$ cat src/rtl/conv_engine.sv
// conv_engine: sequences full linear convolution z[n] = sum x[k]*y[n-k]
// from the X/Y sample memories into the Z memory, one MAC every two cycles.
module conv_engine #(
  parameter int DATA_WIDTH = 8,
  parameter int ADDR_WIDTH = 3,
  localparam int ZW = 2*DATA_WIDTH + ADDR_WIDTH
) (
  input  logic                  clk,
  input  logic                  rst,
  input  logic                  start,
  input  logic [ADDR_WIDTH:0]   sizeX,
  input  logic [ADDR_WIDTH:0]   sizeY,
  output logic [ADDR_WIDTH-1:0] memX_addr,
  output logic                  memX_rd,
  input  logic [DATA_WIDTH-1:0] memX_data,
  output logic [ADDR_WIDTH-1:0] memY_addr,
  output logic                  memY_rd,
  input  logic [DATA_WIDTH-1:0] memY_data,
  output logic [ADDR_WIDTH:0]   memZ_addr,
  output logic [ZW-1:0]         memZ_data,
  output logic                  memZ_wr,
  output logic                  busy,
  output logic                  done
);
  localparam int SW = ADDR_WIDTH + 1;
  localparam logic [SW-1:0] MAXS = SW'(2**ADDR_WIDTH);
  localparam logic [SW-1:0] ONE = SW'(1);
  typedef enum logic [2:0] {IDLE, INIT, READ, MAC, WRITE, DONE} state_t;
  state_t state, nxt;
  logic [SW-1:0] sx, sy, n, kmin, kmax, nlast, cx, cy;
  logic [ADDR_WIDTH-1:0] k;
  logic [ZW-1:0] acc;
  logic last_k, last_n;
  // k window for output n: only indices where both x[k] and y[n-k] exist
  always_comb begin
    cx = sizeX > MAXS ? MAXS : sizeX;
    cy = sizeY > MAXS ? MAXS : sizeY;
    kmin = n > sy - ONE ? n - (sy - ONE) : '0;
    kmax = n < sx - ONE ? n : sx - ONE;
    nlast = sx + sy - SW'(2);
    last_k = SW'(k) == kmax;
    last_n = n == nlast;
  end
  always_comb begin
    nxt = state;
    case (state)
      IDLE:    nxt = !start ? IDLE : (sizeX == '0 || sizeY == '0) ? DONE : INIT;
      INIT:    nxt = READ;
      READ:    nxt = MAC;
      MAC:     nxt = last_k ? WRITE : READ;
      WRITE:   nxt = last_n ? DONE : INIT;
      default: nxt = IDLE;
    endcase
  end
  always_ff @(posedge clk or posedge rst) begin
    if (rst) begin
      state <= IDLE;
      sx <= '0;
      sy <= '0;
      n <= '0;
      k <= '0;
      acc <= '0;
    end else begin
      state <= nxt;
      if (state == IDLE && start) begin
        sx <= cx;
        sy <= cy;
        n <= '0;
      end
      if (state == INIT) begin
        acc <= '0;
        k <= ADDR_WIDTH'(kmin);
      end
      if (state == MAC) begin
        acc <= acc + ZW'(memX_data) * ZW'(memY_data);
        if (!last_k) k <= k + ADDR_WIDTH'(1);
      end
      if (state == WRITE && !last_n) n <= n + ONE;
    end
  end
  always_comb begin
    memX_rd = state == READ;
    memY_rd = state == READ;
    memZ_wr = state == WRITE;
    memX_addr = memX_rd ? k : '0;
    memY_addr = memY_rd ? ADDR_WIDTH'(n - SW'(k)) : '0;
    memZ_addr = memZ_wr ? n : '0;
    memZ_data = memZ_wr ? acc : '0;
    busy = state != IDLE;
    done = state == DONE;
  end
endmodule

$ cat config.mk
export PLATFORM = sky130hd
export DESIGN_NAME = conv_engine
export DESIGN_NICKNAME = d
export VERILOG_FILES = /design/src/rtl/conv_engine.sv
export SDC_FILE = /design/constraint.sdc
export NUM_CORES = 1
export LEC_CHECK = 0
export CORE_UTILIZATION = 25
export CTS_BUF_LIST = sky130_fd_sc_hd__clkbuf_16
export DETAILED_ROUTE_END_ITERATION = 12
export PLACE_DENSITY = 0.42
export SLEW_MARGIN = 20
export SYNTH_ARGS = -nofsm -noshare
export SYNTH_HDL_FRONTEND = slang
export SYNTH_SLANG_ARGS = --single-unit
$ cat constraint.sdc
create_clock -name clk -period 5.3 [get_ports clk]
set_input_delay 1.06 -clock clk [delete_from_list [all_inputs] [get_ports clk]]
set_output_delay 1.06 -clock clk [all_outputs]
set_load 0.01 [all_outputs]
==> summary.md, run 1 <==
| Metric | Value |
|---|---|
| Highest routed layer | met4 |
| Height of the die | approximately 140 um |
| Half-perimeter wire length of the detailed placement result | between 10000 and 15000 um |
| Share of async-settable or async-resettable flops after synthesis | 100% |
| Pre-CTS setup slack | -0.458 ns |
| Vias in the first global route | between 4k and 5k |
| Number of buffers inserted by hold repair at cts | 0 |
| Floorplan die area | between 20000 and 25000 sq um |
| Total clock sinks | 37 |
| Hold crit path type | reg2reg |
| Area leader, netlist | fa_1 |
| Kind of critical path | in2reg |
| Critical path buffers and inverters | 5 |
| Worst-case reg-to-reg path depth | 16 |
| Total core area | between 15000 and 20000 sq um |
| Top flip-flop cell by instance count after synthesis | dfrtp_1 |
| Power density over the cells | slightly below 700 nW/um^2 |
| Endpoint, Worst Hold | acc[9] |
| Library cell with the highest instance count after synthesis | inv_1 |
| Grt total ovfl | 0 |
| Top Ports | 61 |
| Worst Path Required | 5.52 ns |
| Top fanout value on the critical path | 5 |
| Final critical delay including setup and external delays | 5.08 ns |
| Synth warn | 0 |
| # diodes | 0 |
| Level count of the clock H-tree | 2 |
| Min setup slack post-route | ~0.22 ns |
| Top post-synthesis cells by count | 124 x inv_1, 59 x nand2_1, 57 x ha_1 |
| Number of detailed-route iterations in the first pass | 4 |
| Total routed wirelength | 13400 um |
| Proportion of synthesized chip area in sequential cells | between 10% and 20% |
| Hold path startpoint | acc[9] |
| Largest vdd supply drop | about 0.26 mV |
| Deepest clock path buffer count | 2 |
| Number of pins with negative max-slew slack in the final report | 0 |
| Area of the mapped netlist | about 5000 sq um |
| TritonCTS clock tree | yes |
| Number of distinct library cells after synthesis | 52 |
| Switching pwr | 2.09 mW |
| Slew headroom | between 30% and 40% |
| Nets | between 800 and 900 |
| GPL Wtd Cong | roughly 0.78 |
| Site row count | slightly above 50 |
| Data arrival time of the critical path | between 5 and 6 ns |
| Cts bufs inserted | 5 |
| Total via count after detailed routing | approximately 4.2k |
| Crit path cell chain | dlygate4sd2_1, and2_1, fa_1, fa_1, fa_1, inv_1, fa_1, inv_1, ha_1, buf_4, inv_1, o21ai_1, a31oi_2, or4b_2, nand3_1 |
| Layout Utilization | 32.8% |
| Total DRC errors in the routed layout | 0 |
| Pleak | ~3.2 nW |
| End of the worst register-to-register path | acc[16] |
| Routed length on met2 | approximately 6500 um |
| Mapped Avg Cell Area | about 8.6 sq um |
| Buffer type at the clock tree root | clkbuf_16 |
| Crit-path leading delay family | adder cells |
| Pin count of the biggest net entering global routing | 38 |
| Gate count after technology mapping | just under 600 |
| Number of enable flip-flop cells after synthesis | 0 |
| Share of layout cells above drive strength 1 | a little under an eighth |
| Post-Route M1 WL | 6120 um |
| Synth Register Bits | 37 |
| Critical-path top delay cell | or4b_2 |
| Avg WL per Cell | between 10 and 15 um |
| Buffers on Ports | 60 |
| Register-to-register setup slack | around 1.1 ns |
| Crit-path most repeated cell | fa_1 |
| Part of the cycle the worst path needs | a little over nine tenths |
| Synthesized net count | around 730 |
| Part of the power in registers | a little over an eighth |
| Fin. Hold Viols | 0 |
| Number of routed nets with antenna violations | 0 |
| All-Layer GR Usage | 13.9% |
| Critical path capture point type | flop |
| Fraction of power consumed by the clock network | around 7.7% |
| RSZ-0062 raised after global routing | no |
| Switching fraction of total power | 47.1% |
| Comb power frac | between 70% and 80% |
| Status | completed |
| Initial antenna violation count | 0 |
| Drt initial violations | ~120 |
| Clock network latency to the later pin of the worst-skew pair | 0.28 ns |
| Routed via count divided by cell count | around 4.4 |
| Crit-path max cell delay | 0.63 ns |
| Dominant cells by area after synthesis | fa_1 21%, dfrtp_1 18%, ha_1 14%, inv_1 9.2%, and2_1 5.1% |
| Share of the synthesized area in the top cell type | between 20% and 30% |
| Startpoint types | input pin |
| Count of filler cells inserted in the layout | between 2k and 2.5k |
| Post-Route Skew | around 0.0038 ns |
| Hold-critical path depth | 2 |
| Worst Tran Pin Value | 0.909 ns |
| Max Cap Violations | 0 |
| Clock transition at the register clock pins on the worst setup and hold paths after CTS | roughly 0.060 ns |
| Maximum frequency from static timing analysis | around 200 MHz |
| Internal power component | 2.35 mW |
| Number of setup violations in the final report | 0 |
| Area growth from synthesis to layout | 27.3% |
| Worst r2r src | acc[7] |
| Wire length on met3 | approximately 500 um |
| Horiz. Die Dim | about 140 um |
| Global-route wire length before repair | between 20000 and 25000 um |
| Initial core utilization | between 20% and 30% |
-- per-stage QoR --
step           power [mW]  cell area [sq um]  setup TNS, ns  cells  hold WS (ns)
6_report             4.44               6420              0    955         0.484
2_1_floorplan        2.81               5040              0    589         0.449
3_5_place_dp         4.01               6280          -3.75    947         0.478
5_1_grt              4.96               6420              0    955         0.515
3_3_place_gp         4.00               6280          -3.77    947         0.475
4_1_cts              4.46               6440              0    955         0.492
-- flip-flops by register name, summed over array words and instances (netlist names) --
signal / count
acc: 19
n: 4
sx: 4
sy: 4
k: 3
state: 3
-- cell type report --
cell class | count | area, sq um | share of cell area [%]
Multi-Input combinational cell | 411 | 3610 | 56.2
Clock buffer | 5 | 125 | 1.95
Timing Repair Buffer | 110 | 930 | 14.5
Inverter | 124 | 465 | 7.25
Sequential cell | 37 | 926 | 14.4
Tap cell | 265 | 332 | 5.16
Clock inverter | 3 | 37.5 | 0.585
-- worst min-delay path: stages, from the launching register on --
cell,delay [ns]
dfrtp_1,0.34
nand2_1,0.05
o31ai_1,0.06
-- power groups by stage --
| stage | Sequential, mW | Combinational [mW] | Clock, mW |
|---|---|---|---|
| 3_3_place_gp | 0.585 | 3.41 | 0 |
| 4_1_cts | 0.585 | 3.53 | 0.353 |
| 2_1_floorplan | 0.519 | 2.29 | 0 |
| 3_5_place_dp | 0.590 | 3.42 | 0 |
| 6_report | 0.582 | 3.51 | 0.343 |
| 5_1_grt | 0.604 | 3.99 | 0.361 |
-- cell usage in the layout (no fill, tap or decap), types with 9 or more instances in the layout --
cell type / count
nand2_1: 59
nor2_1: 23
nand3_1: 14
inv_1: 125
and3_1: 10
ha_1: 56
and2_1: 41
nor3_1: 9
dfrtp_1: 37
clkdlybuf4s50_1: 44
a21oi_1: 12
fa_1: 52
xnor2_1: 18
buf_4: 50
o21ai_0: 19
clkbuf_2: 10
-- how the worst max path moves through the flow --
stage	startpoint	endpoint	slack [ns]	depth (start not counted)
2_1_floorplan	memY_data[1]	acc[16]	0.27	16
3_3_place_gp	memX_data[2]	acc[15]	-0.46	15
3_5_place_dp	memY_data[7]	acc[16]	-0.46	17
4_1_cts	memY_data[1]	acc[13]	0.02	17
5_1_grt	memX_data[4]	acc[14]	0.003	17
6_report	memY_data[2]	acc[15]	0.22	15
-- cell families after synthesis --
family / count (synthesis) / synth area share, %
AO/OA/AOI/OAI: 82 / 10.8
XOR/XNOR: 26 / 4.79
adder cells (fa/ha/maj): 110 / 35.2
buffers and inverters: 141 / 10.6
flip-flops: 37 / 18.4
multiplexers: 9 / 1.86
AND/OR/NAND/NOR: 184 / 18.4
-- routing by layer --
metal,global-route usage [%],vias to the layer above
li1,-,2094
met1,17.9,2042
met2,24.4,74
met3,1.66,15
met4,3.86,0
met5,0,-
-- repair_timing --
item | 4_1_cts | 5_1_grt
gates resized for setup | 20 | 26
pin swaps | 3 | 6
setup buffers | 0 | 0
endpoints found under the hold margin | 0 | 0
endpoints found under the setup margin | 8 | 9
(Power assumes the default switching activity.)
==> run 2, diff against run 1 <==
--- a/config.mk
+++ b/config.mk
@@ -6,8 +6,8 @@
 export NUM_CORES = 1
 export LEC_CHECK = 0
-export CORE_UTILIZATION = 25
+export CORE_UTILIZATION = 58
 export CTS_BUF_LIST = sky130_fd_sc_hd__clkbuf_16
 export DETAILED_ROUTE_END_ITERATION = 12
-export PLACE_DENSITY = 0.42
+export PLACE_DENSITY = 0.83
 export SLEW_MARGIN = 20
 export SYNTH_ARGS = -nofsm -noshare
==> constraint.sdc (replaced) <==
create_clock -name clk -period 5.3 [get_ports clk]
set_input_delay 1.59 -clock clk [delete_from_list [all_inputs] [get_ports clk]]
set_output_delay 1.59 -clock clk [all_outputs]
set_load 0.01 [all_outputs]
==> summary.md, run 2 (synthesis results as in run 1) <==
| Metric | Value |
|---|---|
| Top Ports | 61 (unchanged) |
| Violated checks | setup timing |
| Pin count of the biggest net entering global routing | 30 (-21%) |
| Avg WL per Cell | 17.0 um (+22%) |
| Part of the cycle the worst path needs | 101% (+4.9 points) |
| Horiz. Die Dim | 95.3 um (-34%) |
| Initial antenna violation count | 0 (unchanged) |
| Min setup slack post-route | -0.0339 ns (-0.258 ns) |
| Status | complete, but fails checks |
| Hold crit path type | reg2reg |
| Max Cap Violations | 0 (unchanged) |
| Register with the highest flop count | acc |
| Vias in the first global route | 4800 (+7.6%) |
| Total DRC errors in the routed layout | 0 (unchanged) |
| Number of routed nets with antenna violations | 0 (unchanged) |
| Maximum frequency from static timing analysis | 187 MHz (-4.8%) |
| TritonCTS clock tree | yes |
| Final critical delay including setup and external delays | 5.33 ns (+0.258 ns) |
| Number of detailed-route iterations in the first pass | 6 (+2) |
| Worst hold slack | 0.492 ns (+0.00850 ns) |
| Area growth from synthesis to layout | 29.2% |
| Max FFs per register | 19 (unchanged) |
| Total routed wirelength | 13600 um (+1.3%) |
| Startpoint types | input pin |
| RSZ-0062 raised after global routing | yes |
| Worst Path Required | 5.51 ns (about the same) |
| Register-to-register setup slack | 1.16 ns (+0.08 ns) |
| Routed via count divided by cell count | 5.76 (+30%) |
| Critical-path top delay cell | or4b_2 |
| Number of buffers inserted by hold repair at cts | 0 (unchanged) |
| Global-route wire length before repair | 21900 um (-2.9%) |
| Share of layout cells above drive strength 1 | 20.4% (+8.8 points) |
| Crit-path max cell delay | 0.65 ns (+0.02 ns) |
| Leading cell types in the layout, fill and taps excluded | 115 x inv_1, 54 x buf_4, 50 x nand2_1, 50 x ha_1, 47 x fa_1 |
| Total via count after detailed routing | 4588 (+8.6%) |
| Clock transition at the register clock pins on the worst setup and hold paths after CTS | 0.05 ns (about the same) |
| GPL Wtd Cong | 0.937 (+20%) |
| Grt total ovfl | 0 (unchanged) |
| Nets | 828 (+0.24%) |
| Cts bufs inserted | 5 (unchanged) |
| Deepest clock path buffer count | 2 (unchanged) |
| Post-Route Skew | 0.00354 ns (-0.000276 ns) |
| Worst Tran Pin Value | 0.964 ns (+0.0545 ns) |
| Critical path capture point type | flop |
| Count of filler cells inserted in the layout | 519 (-75%) |
| Total core area | 8300 sq um (-58%) |
| Initial core utilization | 60.8% (+35 points) |
| Drt initial violations | 321 (+170%) |
| # diodes | 0 (unchanged) |
| Data arrival time of the critical path | 5.55 ns (+0.26 ns) |
| Clock network latency to the later pin of the worst-skew pair | 0.28 ns (about the same) |
| Level count of the clock H-tree | 2 (unchanged) |
| Total clock sinks | 37 (unchanged) |
| Number of pins with negative max-slew slack in the final report | 0 (unchanged) |
| Area occupied by multi-input gates | 3850 sq um (+6.8%) |
| Crit path cell chain | buf_4, buf_4, and2_1, fa_2, fa_1, inv_1, fa_2, fa_1, inv_1, ha_4, a21oi_4, o21ai_4, a31oi_4, or4b_2, nand3_2 |
| Kind of critical path | in2reg |
| Floorplan die area | 9070 sq um (-56%) |
| Slew headroom | 35.8% (-3.6 points) |
| Buffers on Ports | 60 (unchanged) |
| Fin. Hold Viols | 0 (unchanged) |
| Area of all sequential standard cells | 926 sq um (unchanged) |
| Site row count | 33 (-35%) |
| Half-perimeter wire length of the detailed placement result | 10100 um (-9.3%) |
| Height of the die | 95.3 um (-34%) |
| Top fanout value on the critical path | 5 (unchanged) |
| Commonest non-fill, non-tap cell in the layout | inv_1 |
| Buffer type at the clock tree root | clkbuf_16 |
| Number of setup violations in the final report | 2 (+2) |
| All-Layer GR Usage | 31.3% (+17 points) |
-- run 2: final timing paths --
check	end	depth (start not counted)	from
setup / recovery	acc[15]	15	memY_data[2]
hold / removal	acc[9]	2	acc[9]
hold reg to reg	acc[9]	2	acc[9]
min in group asynchronous	acc[2]	2	rst
setup reg to reg	acc[15]	15	acc[5]
max in group asynchronous	sy[3]	3	rst
-- run 2: cell type report --
cell class	count	area share (%)
Inverter	124	7.14
Clock buffer	5	1.92
Tap cell	105	2.02
Multi-Input combinational cell	411	59.1
Sequential cell	37	14.2
Clock inverter	2	0.537
Timing Repair Buffer	112	15.1
-- run 2: what timing repair did --
action | 4_1_cts | 5_1_grt
setup endpoints to repair | 12 | 9
pin swaps | 36 | 31
resized for setup | 95 | 55
buffers inserted | 6 | 3
-- run 2: routing by layer --
layer | GRT usage (%) | part of all wire, % | vias to the layer above | routed length, um
met2 | 57.3 | 52 | 163 | 7120
met4 | 13.6 | 3.9 | 0 | 531
met5 | 0 | 0 | - | 0
met1 | 36.4 | 39 | 2266 | 5300
met3 | 3.75 | 4.5 | 53 | 615
li1 | - | - | 2106 | -
-- run 2: stage by stage --
step | setup TNS, ns | setup WS, ns | utilization [%] | instance area [sq um] | cells
CTS | -0.00258 | -0.00148 | 76.3 | 6340 | 793
global route | -0.736 | -0.125 | 78.5 | 6520 | 796
finish | -0.0459 | -0.0339 | 78.5 | 6520 | 796
global placement | -7.86 | -0.772 | 73.3 | 6080 | 780
detailed placement | -9.11 | -1.00 | 73.3 | 6080 | 780
floorplan | -0.0183 | -0.0183 | - | 5110 | 589
-- run 2: worst max-delay path, delay by kind of cell --
kind | cells | cell delay, ns
AO/OA/AOI/OAI | 3 | 0.44
adder cells (fa/ha/maj) | 5 | 2.19
buffers and inverters | 4 | 0.40
AND/OR/NAND/NOR | 3 | 0.94
Power of run 2 is left out: the tool's default activity adds up to more than one toggle a clock period on the data nets, which glitch-free logic cannot reach.
